File: config.mk
export PLATFORM = sky130hd
export DESIGN_NAME = lbist_ctrl
export DESIGN_NICKNAME = d
export VERILOG_FILES = /design/src/rtl/lbist_ctrl.sv
export SDC_FILE = /design/constraint.sdc
export NUM_CORES = 1
export LEC_CHECK = 0
export CAP_MARGIN = 20
export CORE_MARGIN = 1
export CORE_UTILIZATION = 30
export DETAILED_ROUTE_END_ITERATION = 8
export GPL_ROUTABILITY_DRIVEN = 0
export SKIP_CTS_REPAIR_TIMING = 1
export SLEW_MARGIN = 25
export SYNTH_ARGS = -nofsm -noshare
export SYNTH_HDL_FRONTEND = slang
export SYNTH_SLANG_ARGS = --single-unit
File: constraint.sdc
create_clock -name clk_i -period 1.6 [get_ports clk_i]
set_input_delay 0.24 -clock clk_i [delete_from_list [all_inputs] [get_ports clk_i]]
set_output_delay 0.24 -clock clk_i [all_outputs]
set_load 0.02 [all_outputs]
File: src/rtl/lbist_ctrl.sv
// rtl/lbist_ctrl.sv - logic BIST sequencer: seed, run, flush, compare, report go/no-go
module lbist_ctrl #(
  parameter int               N_PATTERNS   = 1024,
  parameter int               INIT_CYCLES  = 4,
  parameter int               FLUSH_CYCLES = 3,
  parameter int               SIG_W        = 32,
  parameter logic [SIG_W-1:0] GOLDEN_SIG   = '0
) (
  input  logic             clk_i,
  input  logic             rst_i,
  input  logic             start_i,
  input  logic [SIG_W-1:0] misr_sig_i,
  output logic             test_mode_o,
  output logic             core_rst_o,
  output logic             tpg_seed_load_o,
  output logic             tpg_en_o,
  output logic             misr_clear_o,
  output logic             misr_en_o,
  output logic             busy_o,
  output logic             done_o,
  output logic             go_nogo_o
);

  // One shared counter sized for the longest phase; it only ever reaches LIMIT-1.
  localparam int CNT_MAX_IR = (N_PATTERNS > INIT_CYCLES) ? N_PATTERNS : INIT_CYCLES;
  localparam int CNT_MAX    = (CNT_MAX_IR > FLUSH_CYCLES) ? CNT_MAX_IR : FLUSH_CYCLES;
  localparam int CNT_W      = $clog2(CNT_MAX + 1);

  localparam logic [CNT_W-1:0] INIT_LAST  = CNT_W'(INIT_CYCLES - 1);
  localparam logic [CNT_W-1:0] RUN_LAST   = CNT_W'(N_PATTERNS - 1);
  localparam logic [CNT_W-1:0] FLUSH_LAST = (FLUSH_CYCLES > 0) ? CNT_W'(FLUSH_CYCLES - 1) : '0;
  localparam logic [CNT_W-1:0] CNT_ONE    = CNT_W'(1);

  localparam logic [2:0] ST_IDLE    = 3'd0;
  localparam logic [2:0] ST_INIT    = 3'd1;
  localparam logic [2:0] ST_RUN     = 3'd2;
  localparam logic [2:0] ST_FLUSH   = 3'd3;
  localparam logic [2:0] ST_COMPARE = 3'd4;
  localparam logic [2:0] ST_DONE    = 3'd5;

  // With no flush phase the last pattern cycle hands straight over to the compare.
  localparam logic [2:0] ST_RUN_EXIT = (FLUSH_CYCLES > 0) ? ST_FLUSH : ST_COMPARE;

  logic [2:0]       state_q, state_d;
  logic [CNT_W-1:0] cnt_q, cnt_d;
  logic             go_nogo_q, go_nogo_d;
  logic             sig_match;

  assign sig_match = (misr_sig_i == GOLDEN_SIG);

  // Next-state, phase counter and pass-flag decisions; dropping start in any active phase aborts.
  always_comb begin
    state_d   = state_q;
    cnt_d     = cnt_q;
    go_nogo_d = go_nogo_q;
    case (state_q)
      ST_IDLE: begin
        if (start_i) begin
          state_d   = ST_INIT;
          cnt_d     = '0;
          go_nogo_d = 1'b0;
        end
      end
      ST_INIT: begin
        if (!start_i) begin
          state_d   = ST_IDLE;
          cnt_d     = '0;
          go_nogo_d = 1'b0;
        end else if (cnt_q == INIT_LAST) begin
          state_d = ST_RUN;
          cnt_d   = '0;
        end else begin
          cnt_d = cnt_q + CNT_ONE;
        end
      end
      ST_RUN: begin
        if (!start_i) begin
          state_d   = ST_IDLE;
          cnt_d     = '0;
          go_nogo_d = 1'b0;
        end else if (cnt_q == RUN_LAST) begin
          state_d = ST_RUN_EXIT;
          cnt_d   = '0;
        end else begin
          cnt_d = cnt_q + CNT_ONE;
        end
      end
      ST_FLUSH: begin
        if (!start_i) begin
          state_d   = ST_IDLE;
          cnt_d     = '0;
          go_nogo_d = 1'b0;
        end else if (cnt_q == FLUSH_LAST) begin
          state_d = ST_COMPARE;
          cnt_d   = '0;
        end else begin
          cnt_d = cnt_q + CNT_ONE;
        end
      end
      ST_COMPARE: begin
        cnt_d = '0;
        if (!start_i) begin
          state_d   = ST_IDLE;
          go_nogo_d = 1'b0;
        end else begin
          state_d   = ST_DONE;
          go_nogo_d = sig_match;
        end
      end
      ST_DONE: begin
        // The verdict survives the return to IDLE so software can read it after releasing start.
        cnt_d = '0;
        if (!start_i) begin
          state_d = ST_IDLE;
        end
      end
      default: begin
        state_d   = ST_IDLE;
        cnt_d     = '0;
        go_nogo_d = 1'b0;
      end
    endcase
  end

  // State, counter and pass flag registers; reset wins over any phase.
  always_ff @(posedge clk_i) begin
    if (rst_i) begin
      state_q   <= ST_IDLE;
      cnt_q     <= '0;
      go_nogo_q <= 1'b0;
    end else begin
      state_q   <= state_d;
      cnt_q     <= cnt_d;
      go_nogo_q <= go_nogo_d;
    end
  end

  // Every control output is a pure decode of the registered state, so none can glitch.
  assign test_mode_o     = (state_q == ST_INIT) || (state_q == ST_RUN) || (state_q == ST_FLUSH);
  assign core_rst_o      = (state_q == ST_INIT);
  assign tpg_seed_load_o = (state_q == ST_INIT);
  assign misr_clear_o    = (state_q == ST_INIT);
  assign tpg_en_o        = (state_q == ST_RUN);
  assign misr_en_o       = (state_q == ST_RUN) || (state_q == ST_FLUSH);
  assign busy_o          = (state_q == ST_INIT) || (state_q == ST_RUN) ||
                           (state_q == ST_FLUSH) || (state_q == ST_COMPARE);
  assign done_o          = (state_q == ST_DONE);
  assign go_nogo_o       = go_nogo_q;

endmodule

==> impl_results.rst, run 1 <==
.. list-table::
   :header-rows: 1

   * - Metric
     - Value
   * - Max-slew violations
     - 0
   * - Synthesis Warnings
     - 0
   * - Number of instances in the synthesized netlist
     - 133
   * - Combined area of all synthesized cells
     - 1070 sq um
   * - Post-synthesis average cell area
     - 8.02 sq um
   * - Count of endpoints failing hold in the final timing report
     - 0
   * - DR DRC count
     - 0
   * - Final setup violation count
     - 13
   * - Longest Clk Path Bufs
     - 2
   * - Flop and latch count out of synthesis
     - 15
   * - Inst Count DP
     - 237
   * - Arrival @ worst endpoint
     - 1.94 ns
   * - Master of the slowest instance on the critical path
     - nor4_4
   * - Maximum number of pins on one net before global-route repair
     - 15
   * - Maximum capacitance violations
     - 0
   * - Core Rows
     - 21
   * - Final total power
     - 0.797 mW
   * - Net count after synthesis
     - 170
   * - Required arrival time at the worst endpoint
     - 1.79 ns
   * - Area added between synthesis and finish
     - 73.7%
   * - Number of enable-type register cells in the synthesized netlist
     - 0
   * - Placeable core area
     - 3360 sq um
   * - Final instance count without filler cells
     - 246
   * - Clock buffer count from CTS
     - 3
   * - Layout Skew
     - 0.00343 ns
   * - CTS HTree Levels
     - 1
   * - Sum of negative setup slack
     - -1.24 ns
   * - Count of buffers inserted at the top-level ports
     - 43
   * - Number of antenna-violating nets in the routed design
     - 0
   * - Sequence of cells on the critical path
     - ha_4 > buf_6 > nand4_4 > nor4_4 > o22ai_4 > a22oi_2 > nor2_1
   * - Hold Worst Slack
     - 0.522 ns
   * - Min Clock Period, post-route
     - ~1.7 ns
   * - List of most frequent post-synthesis cells
     - 17 x nand2_1, 16 x nor2_1, 15 x dfxtp_1, 10 x nor4_1, 7 x nand3_1
   * - Clock tree root driver cell
     - clkbuf_4
   * - Post-DR vias/cell
     - around 5.0
   * - Number of cells on the worst reg-to-reg path
     - 7
   * - Setup slack after placement
     - -0.212 ns
   * - Type of the worst min-delay path
     - register to register
   * - Half-perimeter wire length of the detailed placement result
     - 2520 um
   * - Unique masters post-synth
     - 40
   * - Clock tree from TritonCTS
     - yes
   * - Via count of the first global-routing pass
     - between 1000 and 1500
   * - Total global routing track utilization
     - 18.4%
   * - Normalized max-slew margin
     - 72.6%
   * - Vert. Die Dim
     - 61.6 um
   * - Setup ws final
     - -0.150 ns
   * - Status
     - finished, violations left
   * - Final standard cell utilization of the core
     - 55.1%
   * - Count of inserted antenna diode cells
     - 0
   * - Final worst path period share
     - 109%
   * - Critical path endpoint
     - cnt_q[3]
   * - Clk pin slew, worst setup/hold paths
     - 0.10 ns
   * - Average wire length per cell after detail routing
     - around 13 um
   * - Placed inst area
     - 1680 sq um
   * - Slack of the worst reg-to-reg path
     - -0.15 ns
   * - Largest area contributor in the netlist
     - dfxtp_1
   * - Worst setup path category
     - register to register
   * - Global-route wire length before repair
     - 5060 um
   * - Area of all placed cells without fillers
     - 1850 sq um
   * - Leakage power
     - about 0.76 nW
   * - Violations in the final reports
     - negative setup slack
   * - Sequential area share after synthesis
     - 28.1%
   * - Initial core utilization
     - 31.7%
   * - Boundary pin count
     - 44
   * - Number of violations reported at the end of detailed-routing iteration 0
     - 118
   * - DIE AREA
     - between 3000 and 4000 sq um
   * - Critical register-to-register path endpoint
     - cnt_q[3]
   * - Async SR Flop Fraction
     - 0%
   * - Nets
     - 238
   * - Number of optimization iterations in the first detailed-route pass
     - 4
   * - Power Dens Cells
     - about 430 nW/um^2
   * - GRT overflow
     - 0
   * - Setup repair after global routing missed its margin
     - yes
   * - Crit end category
     - register
   * - Clock insertion delay at the later pin of the skew report
     - 0.29 ns
   * - Category of the worst setup path launch point
     - register
   * - Peak supply drop
     - between 0.15 and 0.2 mV
   * - Vias
     - 1231
   * - Most area-consuming cells after synthesis
     - dfxtp_1 28%, nand2_1 6.0%, nor4_1 5.9%
   * - Longest individual stage delay on the worst path
     - ~0.46 ns
   * - Share of final-layout standard cells stronger than drive strength 1
     - about 34%
   * - Reg-to-reg critical path startpoint
     - cnt_q[0]
   * - Max Fanout on Critical Path
     - 7
   * - Achievable Freq
     - 572 MHz
   * - Initial antenna violation count
     - 0
   * - Final Routed Wirelength
     - 3190 um
   * - Horizontal die dimension
     - 61.6 um
   * - Most used flip-flop cell after synthesis
     - dfxtp_1
   * - Worst setup path startpoint
     - cnt_q[0]
   * - Most frequent cell after synthesis
     - nand2_1
   * - Slew at the pin with the worst max-slew slack
     - between 0.4 and 0.5 ns
   * - Area fraction of the dominant cell type after synthesis
     - 28.1%
   * - Number of clock sinks
     - 15
per-layer routing:
metal / vias up / GRT usage (%) / routed length (um)
li1: 618 / - / -
met1: 572 / 18.9 / 1220
met2: 39 / 35.0 / 1800
met3: 2 / 3.99 / 143
met4: 0 / 8.25 / 26
met5: - / 0 / 0
placed cells by master, fill, tap and decap left out, drive strengths merged, types with 2 or more instances in the layout:
cell	count
clkdlybuf4s50	35
buf	32
nand2	17
nor2	16
dfxtp	15
nor4	12
nand3	7
nor3	5
inv	5
a31oi	4
dlymetal6s2s	4
nand4	4
a21oi	4
clkbuf	4
xnor2	3
o21ai	3
nor2b	2
o22ai	2
a22oi	2
nand3b	2
a21o	2
a22o	2
ha	2
nor3b	2
cell families (layout without fill, tap and decap cells):
| family | Yosys count | count (layout) | synth area share [%] |
|---|---|---|---|
| mux | 2 | 2 | 1.99 |
| flops | 15 | 15 | 28.1 |
| fa+ha+maj | 2 | 2 | 2.34 |
| compound gates | 23 | 24 | 16.8 |
| simple gates | 72 | 72 | 38.3 |
| xor+xnor | 4 | 4 | 3.28 |
| buf+inv | 15 | 81 | 9.14 |
worst max-delay path: cells and delay by family (launching register included):
family	cells	cell delay, ns
AO/OA/AOI/OAI	2	0.41
flip-flops	1	0.39
adder cells (fa/ha/maj)	1	0.13
AND/OR/NAND/NOR	3	0.62
buffers and inverters	1	0.10
flip-flops by register name (all words and copies together) (netlist names):
name / flops
cnt_q: 11
go_nogo_o: 1
state_q: 3
how the worst min path moves through the flow:
stage,start,endpoint,slack [ns],depth (start not counted)
after detailed placement,go_nogo_o,go_nogo_o,0.50,2
after global routing,go_nogo_o,go_nogo_o,0.55,2
after CTS,cnt_q[10],cnt_q[10],0.53,2
final,go_nogo_o,go_nogo_o,0.52,2
after global placement,go_nogo_o,go_nogo_o,0.49,2
after floorplan,rst_i,state_q[0],0.43,2
power by group:
group          total [mW]  leakage [nW]  switching, mW  internal, mW
Combinational       0.192         0.621         0.0705         0.121
Clock               0.226        0.0177          0.133        0.0931
Sequential          0.380         0.124        0.00577         0.374
Total               0.797         0.763          0.209         0.588
area by class of cell:
cell class / instances / area, sq um
tap: 46 / 57.6
clock inverter: 1 / 5.00
sequential: 15 / 312
timing repair buffer: 72 / 653
fill: 338 / 1510
multi-input combinational: 104 / 786
inverter: 5 / 18.8
clock buffer: 3 / 22.5
Power figures use the tool's default switching activity.
==> inputs of run 2 (changes only) <==
--- a/config.mk
+++ b/config.mk
@@ -6,6 +6,7 @@
 export NUM_CORES = 1
 export LEC_CHECK = 0
 export CAP_MARGIN = 20
+export CORE_ASPECT_RATIO = 0.9
 export CORE_MARGIN = 1
 export CORE_UTILIZATION = 30
 export DETAILED_ROUTE_END_ITERATION = 8
==> run 2 against run 1 <==
- the flow still finishes with violations (negative setup slack)
- sequential power is essentially flat
- worst hold slack lost 0.021 ns
- highest routed layer unchanged
- sequential share of layout area grew 0.17 points
- critical path depth grew 1
- core utilization shrank 1.0 points
- die area is essentially flat
- count of clock-buffer cells in the layout grew 1
- critical endpoint is now cnt_q[2]
==> impl_results.rst, run 2 (synthesis gave the netlist of run 1 again) <==
.. list-table::
   :header-rows: 1

   * - Metric
     - Value
   * - Busiest layer in global routing
     - met2
   * - Total global routing track utilization
     - 17.7%
   * - Storage element area
     - between 300 and 400 sq um
   * - Number of antenna-violating nets in the routed design
     - 0
   * - Vias
     - 1203
   * - Number of violations reported at the end of detailed-routing iteration 0
     - 58
   * - Longest Clk Path Bufs
     - 2
   * - Half-perimeter wire length of the detailed placement result
     - 2590 um
   * - Vert. Die Dim
     - 58.6 um
   * - Via count of the first global-routing pass
     - ~1200
   * - Setup repair after global routing missed its margin
     - yes
   * - Met2 capacity usage during global routing
     - 33.8%
   * - Setup ws final
     - -0.0431 ns
   * - Clock buffer count from CTS
     - 3
   * - GR met1 Demand/Resource
     - 20.1%
   * - Cell internal pwr
     - 0.677 mW
   * - Type of the worst min-delay path
     - register to register
   * - Net switching power
     - 0.207 mW
   * - Arrival @ worst endpoint
     - 1.82 ns
   * - Placeable core area
     - about 3400 sq um
   * - Slew at the pin with the worst max-slew slack
     - 0.292 ns
   * - Clock insertion delay at the later pin of the skew report
     - roughly 0.25 ns
   * - Leading cell type in the layout, fill and taps excluded
     - clkdlybuf4s50_1
   * - Number of cells on the worst reg-to-reg path
     - 8
   * - Initial antenna violation count
     - 0
   * - Final Routed Wirelength
     - ~3200 um
   * - Flip-flop count of the largest register, all copies and words added
     - 11
   * - Reg power frac
     - 43.1%
   * - Sw frac
     - 23.4%
   * - Setup slack after placement
     - -0.0751 ns
   * - Met3 track demand over resource
     - 3.68%
   * - Commonest non-fill, non-tap cells in the layout
     - 35 x clkdlybuf4s50_1, 25 x buf_4, 17 x nand2_1, 15 x nor2_1
   * - Worst setup path category
     - register to register
   * - Initial core utilization
     - 31.6%
   * - Count of endpoints failing hold in the final timing report
     - 0
   * - DIE AREA
     - about 3800 sq um
   * - Final standard cell utilization of the core
     - 54.1%
   * - Leakage power
     - 0.806 nW
   * - Hold Worst Slack
     - 0.502 ns
   * - Number of clock sinks
     - 15
   * - Placed inst area
     - 1700 sq um
   * - Max Fanout on Critical Path
     - 14
   * - Number of optimization iterations in the first detailed-route pass
     - 4
   * - Horizontal die dimension
     - between 60 and 70 um
   * - Maximum capacitance violations
     - 0
   * - Nets
     - 235
   * - Violations in the final reports
     - negative setup slack
   * - Required arrival time at the worst endpoint
     - 1.78 ns
   * - Category of the worst setup path launch point
     - register
   * - Final setup violation count
     - 4
   * - Clock tree from TritonCTS
     - yes
   * - Maximum number of pins on one net before global-route repair
     - 15
   * - Normalized max-slew margin
     - 80.4%
   * - Power Dens Cells
     - ~480 nW/um^2
   * - Crit end category
     - register
   * - Register ranked first by flip-flop count
     - cnt_q
   * - Max-slew violations
     - 0
   * - Area added between synthesis and finish
     - 71.3%
   * - Clk pin slew, worst setup/hold paths
     - 0.06 ns
   * - GRT overflow
     - 0
   * - Final total power
     - between 0.8 and 0.9 mW
   * - Hold path cells
     - 2
   * - Peak supply drop
     - 0.221 mV
   * - Count of buffers inserted at the top-level ports
     - 43
   * - Area of all placed cells without fillers
     - 1830 sq um
   * - Logic gate share of total power
     - 21.8%
   * - Final worst path period share
     - 103%
   * - Combined area of the multi-input logic cells
     - 729 sq um
   * - Post-DR vias/cell
     - 4.99
   * - DR DRC count
     - 0
   * - Share of final-layout standard cells stronger than drive strength 1
     - 27.4%
   * - Total of fill cells in the finished design
     - 315
   * - Status
     - finished, violations left
   * - Boundary pin count
     - 44
   * - Core Rows
     - 20
   * - Achievable Freq
     - 609 MHz
   * - CTS HTree Levels
     - 1
   * - Average wire length per cell after detail routing
     - 13.4 um
   * - Clock tree root driver cell
     - clkbuf_8
   * - Layout Skew
     - between 0.003 and 0.004 ns
   * - Global-route wire length before repair
     - 5150 um
   * - Count of inserted antenna diode cells
     - 0
   * - Power share of the clock group
     - 35.1%
   * - Min Clock Period, post-route
     - 1.64 ns
run 2: worst max-delay path: stages (launching register included):
cell      delay, ns
dfxtp_4        0.37
inv_2          0.04
ha_2           0.16
mux2_4         0.25
and4_4         0.16
o22ai_4        0.16
buf_12         0.16
nand3b_1       0.09
a31oi_1        0.17
run 2: layer usage:
| metal | vias up | part of all wire, % |
|---|---|---|
| li1 | 610 | - |
| met5 | - | 0 |
| met2 | 15 | 54 |
| met4 | 0 | 1.2 |
| met1 | 574 | 43 |
| met3 | 4 | 1.8 |
run 2: path summary, 6_finish.rpt:
path         slack, ns        end  startpoint
min               0.50  go_nogo_o   go_nogo_o
max              -0.04   cnt_q[2]    cnt_q[0]
min reg2reg       0.50  go_nogo_o   go_nogo_o
max reg2reg      -0.04   cnt_q[2]    cnt_q[0]
run 2: layout make-up:
class | count | area share, %
multi-input cells | 103 | 39.9
repair buffers | 70 | 36.6
well taps | 44 | 3.01
clock buffers | 4 | 2.46
inverters | 5 | 1.03
flip-flops and latches | 15 | 17.0
run 2: per-stage QoR:
| step | setup TNS, ns | instances |
|---|---|---|
| 5_1_grt | -0.573 | 241 |
| 2_1_floorplan | 0 | 133 |
| 3_5_place_dp | -0.744 | 237 |
| 3_3_place_gp | -0.341 | 237 |
| 6_report | -0.104 | 241 |
| 4_1_cts | -3.04 | 241 |
run 2: power by group through the flow:
stage               Clock (mW)  Sequential, mW  Combinational (mW)
detailed placement           0           0.389               0.192
finish                   0.310           0.381               0.193
floorplan                    0           0.388              0.0661
CTS                      0.316           0.380               0.193
global route             0.339           0.381               0.206
global placement             0           0.389               0.188
==> inputs of run 3 (changes only) <==
--- a/config.mk
+++ b/config.mk
@@ -5,6 +5,7 @@
 export SDC_FILE = /design/constraint.sdc
 export NUM_CORES = 1
 export LEC_CHECK = 0
+export ABC_CLOCK_PERIOD_IN_PS = 1600
 export CAP_MARGIN = 20
 export CORE_ASPECT_RATIO = 0.9
 export CORE_MARGIN = 1
@@ -12,7 +13,9 @@
 export DETAILED_ROUTE_END_ITERATION = 8
 export GPL_ROUTABILITY_DRIVEN = 0
 export SKIP_CTS_REPAIR_TIMING = 1
+export SKIP_LAST_GASP = 1
 export SLEW_MARGIN = 25
 export SYNTH_ARGS = -nofsm -noshare
 export SYNTH_HDL_FRONTEND = slang
 export SYNTH_SLANG_ARGS = --single-unit
+export TNS_END_PERCENT = 1
==> run 3 against run 2 <==
- the flow still finishes with violations (negative setup slack)
- critical path depth is 5 lower
- sequential share of layout area grew 0.21 points
- worst hold slack worse by 0.0057 ns
- clock skew shrank 0.0012 ns
- core utilization fell by 2.0 points
- sequential power barely moved
- maximum frequency shrank 13%
- routed wire length down 1.9%
- non-clock buffer count up 2
- cell count grew 0.83%
- largest cell class unchanged
- largest power group unchanged
==> impl_results.rst, run 3 (synthesis gave the netlist of run 1 again) <==
.. list-table::
   :header-rows: 1

   * - Metric
     - Value
   * - Hold Worst Slack
     - 0.496 ns
   * - Global-route wire length before repair
     - slightly above 5000 um
   * - Boundary pin count
     - 44
   * - Critical register-to-register path endpoint
     - cnt_q[5]
   * - Type of the worst min-delay path
     - register to register
   * - Final instance count without filler cells
     - 243
   * - Vert. Die Dim
     - 58.6 um
   * - Setup slack after placement
     - -0.212 ns
   * - Hold path cells
     - 2
   * - Setup repair after global routing missed its margin
     - yes
   * - Peak supply drop
     - 0.276 mV
   * - Number of cells on the worst reg-to-reg path
     - 8
   * - Setup ws final
     - -0.297 ns
   * - Count of endpoints failing hold in the final timing report
     - 0
   * - Horizontal die dimension
     - 64.9 um
   * - DIE AREA
     - ~3800 sq um
   * - Leading cell type in the layout, fill and taps excluded
     - clkdlybuf4s50_1
   * - Clock insertion delay at the later pin of the skew report
     - 0.25 ns
   * - Inst Count DP
     - 239
   * - Endpoint of the worst hold-timing path
     - go_nogo_o
   * - Initial antenna violation count
     - 0
   * - Clock tree root driver cell
     - clkbuf_8
   * - Longest Clk Path Bufs
     - 2
   * - Violations in the final reports
     - negative setup slack
   * - Half-perimeter wire length of the detailed placement result
     - ~2600 um
   * - Clock buffer count from CTS
     - 3
   * - Nets
     - 237
   * - Average wire length per cell after detail routing
     - around 13 um
   * - Final setup violation count
     - 19
   * - Clk pin slew, worst setup/hold paths
     - ~0.06 ns
   * - Commonest non-fill, non-tap cells in the layout
     - 41 x clkdlybuf4s50_1, 28 x buf_4, 17 x nand2_1, 16 x nor2_1, 13 x dfxtp_1
   * - Register ranked first by flip-flop count
     - cnt_q
   * - Initial core utilization
     - 31.6%
   * - Leakage power
     - a little over 0.7 nW
   * - Number of antenna-violating nets in the routed design
     - 0
   * - Category of the worst setup path launch point
     - register
   * - Slack of the worst reg-to-reg path
     - -0.18 ns
   * - Master of the slowest instance on the critical path
     - clkdlybuf4s50_1
   * - Final worst path period share
     - 119%
   * - Slew at the pin with the worst max-slew slack
     - between 0.4 and 0.5 ns
   * - Count of buffers inserted at the top-level ports
     - 43
   * - Maximum number of pins on one net before global-route repair
     - 12
   * - DR DRC count
     - 0
   * - Final total power
     - 0.891 mW
   * - Reg-to-reg critical path startpoint
     - cnt_q[0]
   * - Sequence of cells on the critical path
     - buf_12 > nor3b_2 > clkdlybuf4s50_1
   * - Power Dens Cells
     - between 500 and 600 nW/um^2
   * - Area added between synthesis and finish
     - 65.1%
   * - Area of all placed cells without fillers
     - 1760 sq um
   * - Total global routing track utilization
     - between 10% and 20%
   * - Maximum capacitance violations
     - 0
   * - Longest individual stage delay on the worst path
     - 0.66 ns
   * - Post-DR vias/cell
     - 4.92
   * - Number of clock sinks
     - 15
   * - Number of optimization iterations in the first detailed-route pass
     - 4
   * - Clock tree from TritonCTS
     - yes
   * - Worst hold path startpoint
     - go_nogo_o
   * - CTS HTree Levels
     - 1
   * - Required arrival time at the worst endpoint
     - 1.36 ns
   * - Achievable Freq
     - 527 MHz
   * - Worst setup path startpoint
     - state_q[1]
   * - Placeable core area
     - between 3000 and 4000 sq um
   * - Number of violations reported at the end of detailed-routing iteration 0
     - 38
   * - Max Fanout on Critical Path
     - 8
   * - Min Clock Period, post-route
     - 1.90 ns
   * - Placed inst area
     - 1710 sq um
   * - Arrival @ worst endpoint
     - 1.66 ns
   * - Crit end category
     - output port
   * - Count of inserted antenna diode cells
     - 0
   * - Vias
     - roughly 1200
   * - Normalized max-slew margin
     - 71.9%
   * - Status
     - finished, violations left
   * - Final Routed Wirelength
     - 3170 um
   * - Flip-flop count of the largest register, all copies and words added
     - 11
   * - Worst setup path category
     - register to output port
   * - Core Rows
     - 20
   * - Layout Skew
     - 0.00224 ns
   * - GRT overflow
     - 0
   * - Via count of the first global-routing pass
     - between 1000 and 1500
   * - Max-slew violations
     - 0
   * - Share of final-layout standard cells stronger than drive strength 1
     - about 23%
run 3: changes by cell type in the layout (fill, tap and decap cells not counted), sizes merged:
cell / before / now
buf: 27 / 29
clkdlybuf4s50: 35 / 41
dlymetal6s2s: 8 / 2
run 3: final cells by class:
type / instances / area, sq um
clock buffers: 4 / 45.0
fillers: 335 / 1620
inverters: 5 / 18.8
multi-input cells: 103 / 674
flip-flops and latches: 15 / 303
well taps: 44 / 55.1
repair buffers: 72 / 666
run 3: power breakdown:
group / internal [mW] / switching [mW] / total, mW
clock network: 0.177 / 0.140 / 0.317
registers: 0.377 / 0.00494 / 0.382
logic: 0.126 / 0.0659 / 0.192
run 3: routing by layer:
| layer | GRT usage (%) | wire [um] | up-vias |
|---|---|---|---|
| met5 | 0 | 0 | - |
| met4 | 5.08 | 34 | 0 |
| met3 | 2.33 | 105 | 2 |
| met2 | 33.5 | 1620 | 26 |
| met1 | 20.8 | 1420 | 556 |
| li1 | - | - | 612 |
run 3: worst max-delay path, delay by kind of cell (launching register included):
kind	cells	cell delay, ns
flip-flops	1	0.36
AND/OR/NAND/NOR	1	0.23
buffers and inverters	2	0.81
run 3: how the worst max path moves through the flow:
stage	end
after floorplan	cnt_q[7]
after global placement	cnt_q[6]
after detailed placement	cnt_q[5]
after CTS	busy_o
after global routing	done_o
final	tpg_seed_load_o
run 3: through the flow:
step | utilization [%] | setup TNS (ns)
after detailed placement | 50.6 | -2.26
after global placement | 50.6 | -1.23
after CTS | 51.9 | -4.59
after floorplan | - | -0.363
final | 52.1 | -3.25
after global routing | 52.1 | -5.28
